<file path="src/rtl/gelato_inst_buffer_pkg.sv">
// Shared types for the instruction buffer: payload entry layout and
// default sizing of the per-warp FIFOs.
package gelato_types;

  localparam int NUM_WARPS_DEFAULT    = 4;
  localparam int IBUF_DEPTH_DEFAULT   = 4;
  localparam int IBUF_RESERVE_DEFAULT = 2;
  localparam int NUM_THREADS          = 8;

  typedef logic [31:0] inst_t;

  // One buffered instruction; the warp number is implied by which FIFO holds it.
  typedef struct packed {
    logic [31:0]            pc;
    logic [NUM_THREADS-1:0] thread_mask;
    inst_t                  inst;
  } gelato_ibuffer_entry_t;

endpackage

</file>
<file path="src/rtl/gelato_stage_if.sv">
// Pipeline stage interfaces: decode -> instruction buffer, and
// instruction buffer -> issue.
interface gelato_idecode_ibuffer_if #(
  parameter int NUM_WARPS = gelato_types::NUM_WARPS_DEFAULT
);
  logic                                 valid;
  logic [31:0]                          pc;
  logic [$clog2(NUM_WARPS)-1:0]         warp_num;
  logic [gelato_types::NUM_THREADS-1:0] thread_mask;
  gelato_types::inst_t                  inst;

  modport master (output valid, pc, warp_num, thread_mask, inst);
  modport slave  (input  valid, pc, warp_num, thread_mask, inst);
endinterface

interface gelato_ibuffer_issue_if #(
  parameter int NUM_WARPS = gelato_types::NUM_WARPS_DEFAULT
);
  logic                                 valid;
  logic                                 ready;
  logic [31:0]                          pc;
  logic [$clog2(NUM_WARPS)-1:0]         warp_num;
  logic [gelato_types::NUM_THREADS-1:0] thread_mask;
  gelato_types::inst_t                  inst;

  modport master (output valid, pc, warp_num, thread_mask, inst, input ready);
  modport slave  (input  valid, pc, warp_num, thread_mask, inst, output ready);
endinterface

</file>
<file path="src/rtl/gelato_warp_fifo.sv">
// Single-warp instruction FIFO. Push and pop may occur together even when
// full (the slot being vacated is the one written). Flush empties it and
// wins over push/pop. Storage is not reset; only pointers and count are.
module gelato_warp_fifo import gelato_types::*; #(
  parameter int DEPTH = IBUF_DEPTH_DEFAULT
) (
  input  logic                         clk,
  input  logic                         rst,
  input  logic                         push,
  input  logic                         pop,
  input  logic                         flush,
  input  gelato_ibuffer_entry_t        wr_entry,
  output gelato_ibuffer_entry_t        head_entry,
  output logic [$clog2(DEPTH+1)-1:0]   count,
  output logic                         empty
);

  localparam int PW = $clog2(DEPTH);
  localparam int CW = $clog2(DEPTH+1);

  gelato_ibuffer_entry_t mem_r [DEPTH];
  logic [PW-1:0]         rd_ptr_r;
  logic [PW-1:0]         wr_ptr_r;
  logic [CW-1:0]         count_r;

  // Entry storage: captured on push at the write pointer.
  always_ff @(posedge clk) begin
    if (push && !flush) begin
      mem_r[wr_ptr_r] <= wr_entry;
    end
  end

  // Pointer and occupancy tracking; flush returns the FIFO to empty.
  always_ff @(posedge clk or posedge rst) begin
    if (rst) begin
      rd_ptr_r <= PW'(0);
      wr_ptr_r <= PW'(0);
      count_r  <= CW'(0);
    end else if (flush) begin
      rd_ptr_r <= PW'(0);
      wr_ptr_r <= PW'(0);
      count_r  <= CW'(0);
    end else begin
      if (push) begin
        wr_ptr_r <= wr_ptr_r + PW'(1);
      end
      if (pop) begin
        rd_ptr_r <= rd_ptr_r + PW'(1);
      end
      case ({push, pop})
        2'b10:   count_r <= count_r + CW'(1);
        2'b01:   count_r <= count_r - CW'(1);
        default: count_r <= count_r;
      endcase
    end
  end

  assign head_entry = mem_r[rd_ptr_r];
  assign count      = count_r;
  assign empty      = (count_r == CW'(0));

endmodule

</file>
<file path="src/rtl/gelato_inst_buffer.sv">
// Per-warp instruction buffer between decode and issue. Holds one FIFO per
// warp, offers one instruction per cycle chosen round-robin over non-empty
// warps, raises per-warp fetch back-pressure, and discards wrong-path
// instructions of a redirected warp.
module gelato_inst_buffer import gelato_types::*; #(
  parameter int NUM_WARPS = NUM_WARPS_DEFAULT,
  parameter int DEPTH     = IBUF_DEPTH_DEFAULT,
  parameter int RESERVE   = IBUF_RESERVE_DEFAULT
) (
  input  logic                         clk,
  input  logic                         rst,
  input  logic                         rdy,
  gelato_idecode_ibuffer_if.slave      inst_decoded_data,
  gelato_ibuffer_issue_if.master       issue_data,
  input  logic                         flush_valid,
  input  logic [$clog2(NUM_WARPS)-1:0] flush_warp,
  output logic [NUM_WARPS-1:0]         warp_stall,
  output logic                         overflow
);

  localparam int WW = $clog2(NUM_WARPS);
  localparam int CW = $clog2(DEPTH+1);
  localparam logic [CW-1:0] FULL_CNT  = CW'(DEPTH);
  localparam logic [CW-1:0] STALL_CNT = CW'(DEPTH - RESERVE);
  localparam logic [WW-1:0] LAST_WARP = WW'(NUM_WARPS - 1);

  gelato_ibuffer_entry_t wr_entry_s;
  gelato_ibuffer_entry_t head_s  [NUM_WARPS];
  logic [CW-1:0]         count_s [NUM_WARPS];
  logic [NUM_WARPS-1:0]  empty_s;
  logic [NUM_WARPS-1:0]  wr_hit_s;
  logic [NUM_WARPS-1:0]  push_s;
  logic [NUM_WARPS-1:0]  pop_s;
  logic [NUM_WARPS-1:0]  flush_s;
  logic [NUM_WARPS-1:0]  drop_s;
  logic [WW-1:0]         rr_ptr_r;
  logic [WW-1:0]         sel_warp_s;
  logic                  sel_found_s;
  logic                  issue_valid_s;
  logic                  issue_fire_s;
  logic                  overflow_r;

  assign wr_entry_s = '{pc:          inst_decoded_data.pc,
                        thread_mask: inst_decoded_data.thread_mask,
                        inst:        inst_decoded_data.inst};

  for (genvar w = 0; w < NUM_WARPS; w++) begin : g_warp
    gelato_warp_fifo #(.DEPTH(DEPTH)) u_fifo (
      .clk        (clk),
      .rst        (rst),
      .push       (push_s[w]),
      .pop        (pop_s[w]),
      .flush      (flush_s[w]),
      .wr_entry   (wr_entry_s),
      .head_entry (head_s[w]),
      .count      (count_s[w]),
      .empty      (empty_s[w])
    );
  end

  // Round-robin pick: first non-empty warp at or after rr_ptr (lowest offset wins).
  always_comb begin
    sel_found_s = 1'b0;
    sel_warp_s  = rr_ptr_r;
    for (int k = NUM_WARPS - 1; k >= 0; k--) begin
      if (!empty_s[(int'(rr_ptr_r) + k) % NUM_WARPS]) begin
        sel_found_s = 1'b1;
        sel_warp_s  = WW'((int'(rr_ptr_r) + k) % NUM_WARPS);
      end else begin
        sel_found_s = sel_found_s;
      end
    end
  end

  // Issue handshake; a warp being redirected this cycle must not issue.
  always_comb begin
    issue_valid_s = rdy && sel_found_s && !(flush_valid && (flush_warp == sel_warp_s));
    issue_fire_s  = issue_valid_s && issue_data.ready;
  end

  // Per-warp steering: flush beats write and issue; a write to a full warp
  // only lands if that warp issues in the same cycle, otherwise it is dropped.
  always_comb begin
    wr_hit_s = '0;
    flush_s  = '0;
    pop_s    = '0;
    push_s   = '0;
    drop_s   = '0;
    for (int w = 0; w < NUM_WARPS; w++) begin
      wr_hit_s[w] = rdy && inst_decoded_data.valid && (inst_decoded_data.warp_num == WW'(w));
      flush_s[w]  = rdy && flush_valid && (flush_warp == WW'(w));
      pop_s[w]    = issue_fire_s && (sel_warp_s == WW'(w));
      if (wr_hit_s[w] && !flush_s[w]) begin
        if ((count_s[w] != FULL_CNT) || pop_s[w]) begin
          push_s[w] = 1'b1;
        end else begin
          drop_s[w] = 1'b1;
        end
      end else begin
        push_s[w] = 1'b0;
      end
    end
  end

  // Issue payload is the head entry of the selected warp.
  always_comb begin
    issue_data.valid       = issue_valid_s;
    issue_data.warp_num    = sel_warp_s;
    issue_data.pc          = head_s[sel_warp_s].pc;
    issue_data.thread_mask = head_s[sel_warp_s].thread_mask;
    issue_data.inst        = head_s[sel_warp_s].inst;
  end

  // Fetch back-pressure once occupancy eats into the in-flight reserve.
  always_comb begin
    warp_stall = '0;
    for (int w = 0; w < NUM_WARPS; w++) begin
      warp_stall[w] = (count_s[w] >= STALL_CNT);
    end
  end

  // Round-robin pointer advances past the issued warp; sticky overflow flag.
  always_ff @(posedge clk or posedge rst) begin
    if (rst) begin
      rr_ptr_r   <= WW'(0);
      overflow_r <= 1'b0;
    end else begin
      if (issue_fire_s) begin
        rr_ptr_r <= (sel_warp_s == LAST_WARP) ? WW'(0) : sel_warp_s + WW'(1);
      end else begin
        rr_ptr_r <= rr_ptr_r;
      end
      if (|drop_s) begin
        overflow_r <= 1'b1;
      end else begin
        overflow_r <= overflow_r;
      end
    end
  end

  assign overflow = overflow_r;

endmodule

</file>
<file path="src/flat_wrapper.sv">
// flat-port wrapper written by rule: the top's interface ports become plain ports
module gelato_inst_buffer_flat import gelato_types::*;
#(
  parameter int NUM_WARPS = NUM_WARPS_DEFAULT,
  parameter int DEPTH     = IBUF_DEPTH_DEFAULT,
  parameter int RESERVE   = IBUF_RESERVE_DEFAULT
)
  (clk, rst, rdy, flush_valid, flush_warp, warp_stall, overflow, inst_decoded_data_valid, inst_decoded_data_pc, inst_decoded_data_warp_num, inst_decoded_data_thread_mask, inst_decoded_data_inst, issue_data_valid, issue_data_pc, issue_data_warp_num, issue_data_thread_mask, issue_data_inst, issue_data_ready);
  gelato_idecode_ibuffer_if #(.NUM_WARPS(NUM_WARPS)) inst_decoded_data_i ();
  gelato_ibuffer_issue_if #(.NUM_WARPS(NUM_WARPS)) issue_data_i ();
  input  logic clk;
  input  logic rst;
  input  logic rdy;
  input  logic flush_valid;
  input  logic [$clog2(NUM_WARPS)-1:0] flush_warp;
  output logic [NUM_WARPS-1:0] warp_stall;
  output logic overflow;
  input wire logic [$bits(inst_decoded_data_i.valid)-1:0] inst_decoded_data_valid;
  input wire logic [$bits(inst_decoded_data_i.pc)-1:0] inst_decoded_data_pc;
  input wire logic [$bits(inst_decoded_data_i.warp_num)-1:0] inst_decoded_data_warp_num;
  input wire logic [$bits(inst_decoded_data_i.thread_mask)-1:0] inst_decoded_data_thread_mask;
  input wire logic [$bits(inst_decoded_data_i.inst)-1:0] inst_decoded_data_inst;
  output wire logic [$bits(issue_data_i.valid)-1:0] issue_data_valid;
  output wire logic [$bits(issue_data_i.pc)-1:0] issue_data_pc;
  output wire logic [$bits(issue_data_i.warp_num)-1:0] issue_data_warp_num;
  output wire logic [$bits(issue_data_i.thread_mask)-1:0] issue_data_thread_mask;
  output wire logic [$bits(issue_data_i.inst)-1:0] issue_data_inst;
  input wire logic [$bits(issue_data_i.ready)-1:0] issue_data_ready;
  assign inst_decoded_data_i.valid = inst_decoded_data_valid;
  assign inst_decoded_data_i.pc = inst_decoded_data_pc;
  assign inst_decoded_data_i.warp_num = inst_decoded_data_warp_num;
  assign inst_decoded_data_i.thread_mask = inst_decoded_data_thread_mask;
  assign inst_decoded_data_i.inst = inst_decoded_data_inst;
  assign issue_data_valid = issue_data_i.valid;
  assign issue_data_pc = issue_data_i.pc;
  assign issue_data_warp_num = issue_data_i.warp_num;
  assign issue_data_thread_mask = issue_data_i.thread_mask;
  assign issue_data_inst = issue_data_i.inst;
  assign issue_data_i.ready = issue_data_ready;
  gelato_inst_buffer #(.NUM_WARPS(NUM_WARPS), .DEPTH(DEPTH), .RESERVE(RESERVE)) u_core (.clk(clk), .rst(rst), .rdy(rdy), .inst_decoded_data(inst_decoded_data_i), .issue_data(issue_data_i), .flush_valid(flush_valid), .flush_warp(flush_warp), .warp_stall(warp_stall), .overflow(overflow));
endmodule
</file>
<file path="config.mk">
export PLATFORM = sky130hd
export DESIGN_NAME = gelato_inst_buffer_flat
export DESIGN_NICKNAME = d
export VERILOG_FILES = /design/src/rtl/gelato_inst_buffer_pkg.sv /design/src/rtl/gelato_stage_if.sv /design/src/rtl/gelato_warp_fifo.sv /design/src/rtl/gelato_inst_buffer.sv /design/src/flat_wrapper.sv
export SDC_FILE = /design/constraint.sdc
export NUM_CORES = 1
export LEC_CHECK = 0
export CAP_MARGIN = 30
export CORE_ASPECT_RATIO = 0.8
export CORE_MARGIN = 10
export CORE_UTILIZATION = 35
export CTS_BUF_LIST = sky130_fd_sc_hd__clkbuf_2
export CTS_CLUSTER_SIZE = 40
export DETAILED_ROUTE_END_ITERATION = 10
export GPL_TIMING_DRIVEN = 0
export PLACE_DENSITY = 0.56
export SYNTH_ARGS = -nofsm -noshare
export SYNTH_HDL_FRONTEND = slang
export SYNTH_HIERARCHICAL = 1
export SYNTH_SLANG_ARGS = --single-unit
export TNS_END_PERCENT = 20
</file>
<file path="constraint.sdc">
create_clock -name clk -period 13 [get_ports clk]
set_input_delay 1.3 -clock clk [delete_from_list [all_inputs] [get_ports clk]]
set_output_delay 1.3 -clock clk [all_outputs]
set_load 0.1 [all_outputs]
</file>
==> run_results.csv <==
group,metric,value,unit
worst_setup_path,slowest_stage,"clkdlybuf4s50_1",
run_status,status,"complete, no violations",
yosys,ys.flop_type,"edfxtp_1",
cells_and_area,layout.nets,2778,
clocking,cts_hold_buf,0,
yosys,synth_top_area_share,74.9,%
worst_setup_path,cp_data_arrival_time,6790,ps
grt,grt_pass1_wl,177,mm
sta,tightestPinTransition,999,ps
worst_setup_path,crit_path_start_kind,"register",
worst_setup_path,crit_family,"buffers and inverters",
clocking,clkTransAtPathRegs,110,ps
clocking,cts_resized,0,
place,place_congestion,0.731,
flow_run,drv_cap,0,
sta,finalSetupTns,0,ps
cells_and_area,n_fill_cell,11700,
sta,grt_setup_unrepaired,"false",
drt,ant_nets,0,
clocking,cts_buffers,308,
worst_setup_path,crit_fanout,10,
yosys,async_flop_share,2.62,%
cells_and_area,multi_input_area,0.0101,mm^2
worst_setup_path,end_kind,"primary output",
clocking,cts_tree,"done",
worst_setup_path,cpPeakStageDelay,1260,ps
sta,finalClockSkew,120,ps
grt,grt_pass1_vias,25000,
floorplanning,core,0.131,mm^2
worst_setup_path,crit_top_cell,"clkbuf_1",
sta,slew_headroom,33.2,%
yosys,synth-seq-cells,1183,
drt,vias,23800,
place,port_buffers,160,
worst_setup_path,cp_cell_sequence,"nor3_1 > and2b_1 > o21ai_0 > nand3_1 > buf_2 > clkbuf_1 > buf_8 > clkbuf_1 > nand2_1 > a31oi_1 > clkdlybuf4s50_1",
yosys,synthTopCellsByArea,"edfxtp_1, mux4_2, mux2_2",
sta,timing.fmax,124,MHz
yosys,synth_cells,2171,
grt,grt_antenna_before_repair,16,
place,dp_hpwl,74.8,mm
cells_and_area,regArea,0.0354,mm^2
grt,grt-ovfl-total,0,
drt,first_pass_iters,5,
worst_setup_path,path_depth,11,
floorplanning,num_rows,119,
drt,drt_wl_total,125,mm
yosys,yosysUniqueCellTypes,47,
clocking,ctsRootBufferMaster,"clkbuf_2",
drt,wl_per_cell,27.1,um
yosys,yosysMostFrequentCell,"edfxtp_1",
drt,drt-initial-drc-count,2309,
drt,drc,0,
yosys,synth_edf_count,1152,
floorplanning,dieArea,0.147,mm^2
sta,setup_viol_count_final,0,
worst_setup_path,path_buf_inv,5,
yosys,yosys.area.top_type,"edfxtp_1",
yosys,synth_area,0.0462,mm^2
clocking,cts.path.max_buffers,4,
yosys,post_synth_most_frequent_cells,"edfxtp_1, mux4_2, nand2_1",
worst_setup_path,crit_required,11700,ps
clocking,clock_sinks,1183,
sta,drv_slew,0,
yosys,yosysSeqAreaShare,76.6,%
clocking,post_cts_buffers,0,
min_path,hp-class,"input port to asynchronous set/reset pin",
floorplanning,ios,162,
worst_setup_path,rr_worst_depth,17,
grt,grt_max_degree,45,
sta,period_needed,8090,ps
clocking,htree_levels,5,
sta,hold_violations,0,
drt,viasPerCell,5.15,
yosys,syn-num-nets,2277,
floorplanning,chipWidth,426,um
yosys,synth_area_per_cell,21.3,um^2
yosys,yosys_warnings,6,
floorplanning,die_h,345,um
sta,fin_crit_sh,62.2,%
cells_and_area,drive_above_1_share,33.3,%
worst_setup_path,crit_type,"register to primary output",
clocking,clk_latency,1460,ps
floorplanning,start_util,35.2,%
cells_and_area,area_growth,15.4,%
grt,grt_usage,16.9,%
[area by class of cell]
cell class	count	area share, %
inverters	21	0.148
flip-flops and latches	1183	66.4
clock inverters	73	0.789
multi-input cells	854	18.9
plain buffers	113	1.34
repair buffers	191	4.32
diodes	4	0.0188
clock buffers	427	4.01
well taps	1754	4.12
[metrics by stage]
step                std cells  hold slack (ps)  utilization [%]  cell area (um^2)  setup slack (ps)
global placement         4085              553             38.1             50000              3310
finish                   4620              223             40.6             53300              4910
CTS                      4616             9.15             40.6             53300              4560
floorplan                2171              512                -             46200              6980
detailed placement       4116              559             38.6             50700              6260
global route             4620             88.8             40.6             53300              4420
[path summary, 6_finish.rpt]
check                                                      start                                   end  slack (ps)
worst max-delay path            u_core/g_warp[3].u_fifo/count[1]                     issue_data_pc[29]        4910
worst min-delay path                                         rst                       u_core/overflow         220
worst max register to register  u_core/g_warp[3].u_fifo/count[1]  u_core/g_warp[2].u_fifo/mem_r[3][28]        6800
max in group asynchronous                                    rst   u_core/g_warp[1].u_fifo/rd_ptr_r[0]       12400
min in group clk                                   flush_warp[1]                       u_core/overflow         390
worst min register to register                   u_core/overflow                       u_core/overflow         580
[worst reg2reg max path: stages (launching register included)]
cell and delay (ps):
dfrtp_1 450, nor3_1 650, and2b_1 210, o21ai_0 120, nand3_1 240, buf_2 420, clkbuf_1 490, buf_8 220
clkbuf_1 410, ha_1 260, and2_1 170, nand3_1 120, nand2_1 260, o41a_1 160, buf_2 190, nor2b_1 280
and2_4 810, buf_16 340
[routing by layer]
layer | vias to the layer above | global-route usage, % | part of all wire [%]
met5 | - | 0 | 0.041
met4 | 10 | 5.02 | 1.9
met3 | 165 | 4.00 | 7.4
met2 | 987 | 28.0 | 49
met1 | 12600 | 22.2 | 41
li1 | 10100 | - | -
[cell families after synthesis]
kind of cell	share of synthesized area, %
flip-flops	76.6
multiplexers	16.0
AND/OR/NAND/NOR	3.26
buffers and inverters	1.71
AO/OA/AOI/OAI	1.37
adder cells (fa/ha/maj)	0.715
XOR/XNOR	0.379
[registers in the layout, summed over array words and instances (netlist names)]
signal,flops
u_core/g_warp.u_fifo/mem_r,1152
u_core/g_warp.u_fifo/count,12
u_core/g_warp.u_fifo/rd_ptr_r,8
u_core/g_warp.u_fifo/wr_ptr_r,8
u_core/rr_ptr_r,2
u_core/overflow,1
[cells in the final DEF, fill, tap and decap left out, types with 8 or more instances in the layout]
master	netlist	layout
edfxtp_1	1152	1152
clkbuf_2	0	427
mux4_2	288	288
clkdlybuf4s50_1	0	160
nand2_1	159	159
nor2_1	108	108
a31oi_1	75	75
mux2_2	72	72
buf_2	51	51
clkinv_1	0	48
dfrtp_1	31	31
buf_6	28	28
clkbuf_1	25	25
inv_1	21	21
ha_1	20	20
buf_16	0	19
and2_4	0	16
clkinv_2	0	12
xnor2_1	12	12
buf_8	0	12
o21ai_0	11	11
nor2b_1	10	10
nor3b_1	9	9
nor3_1	9	9
inv_2	0	8
nand3_1	8	8
xor2_1	8	8
mux2i_1	8	8
Power is left out: the tool's default activity adds up to more than one toggle a clock period on the data nets, which glitch-free logic cannot reach.
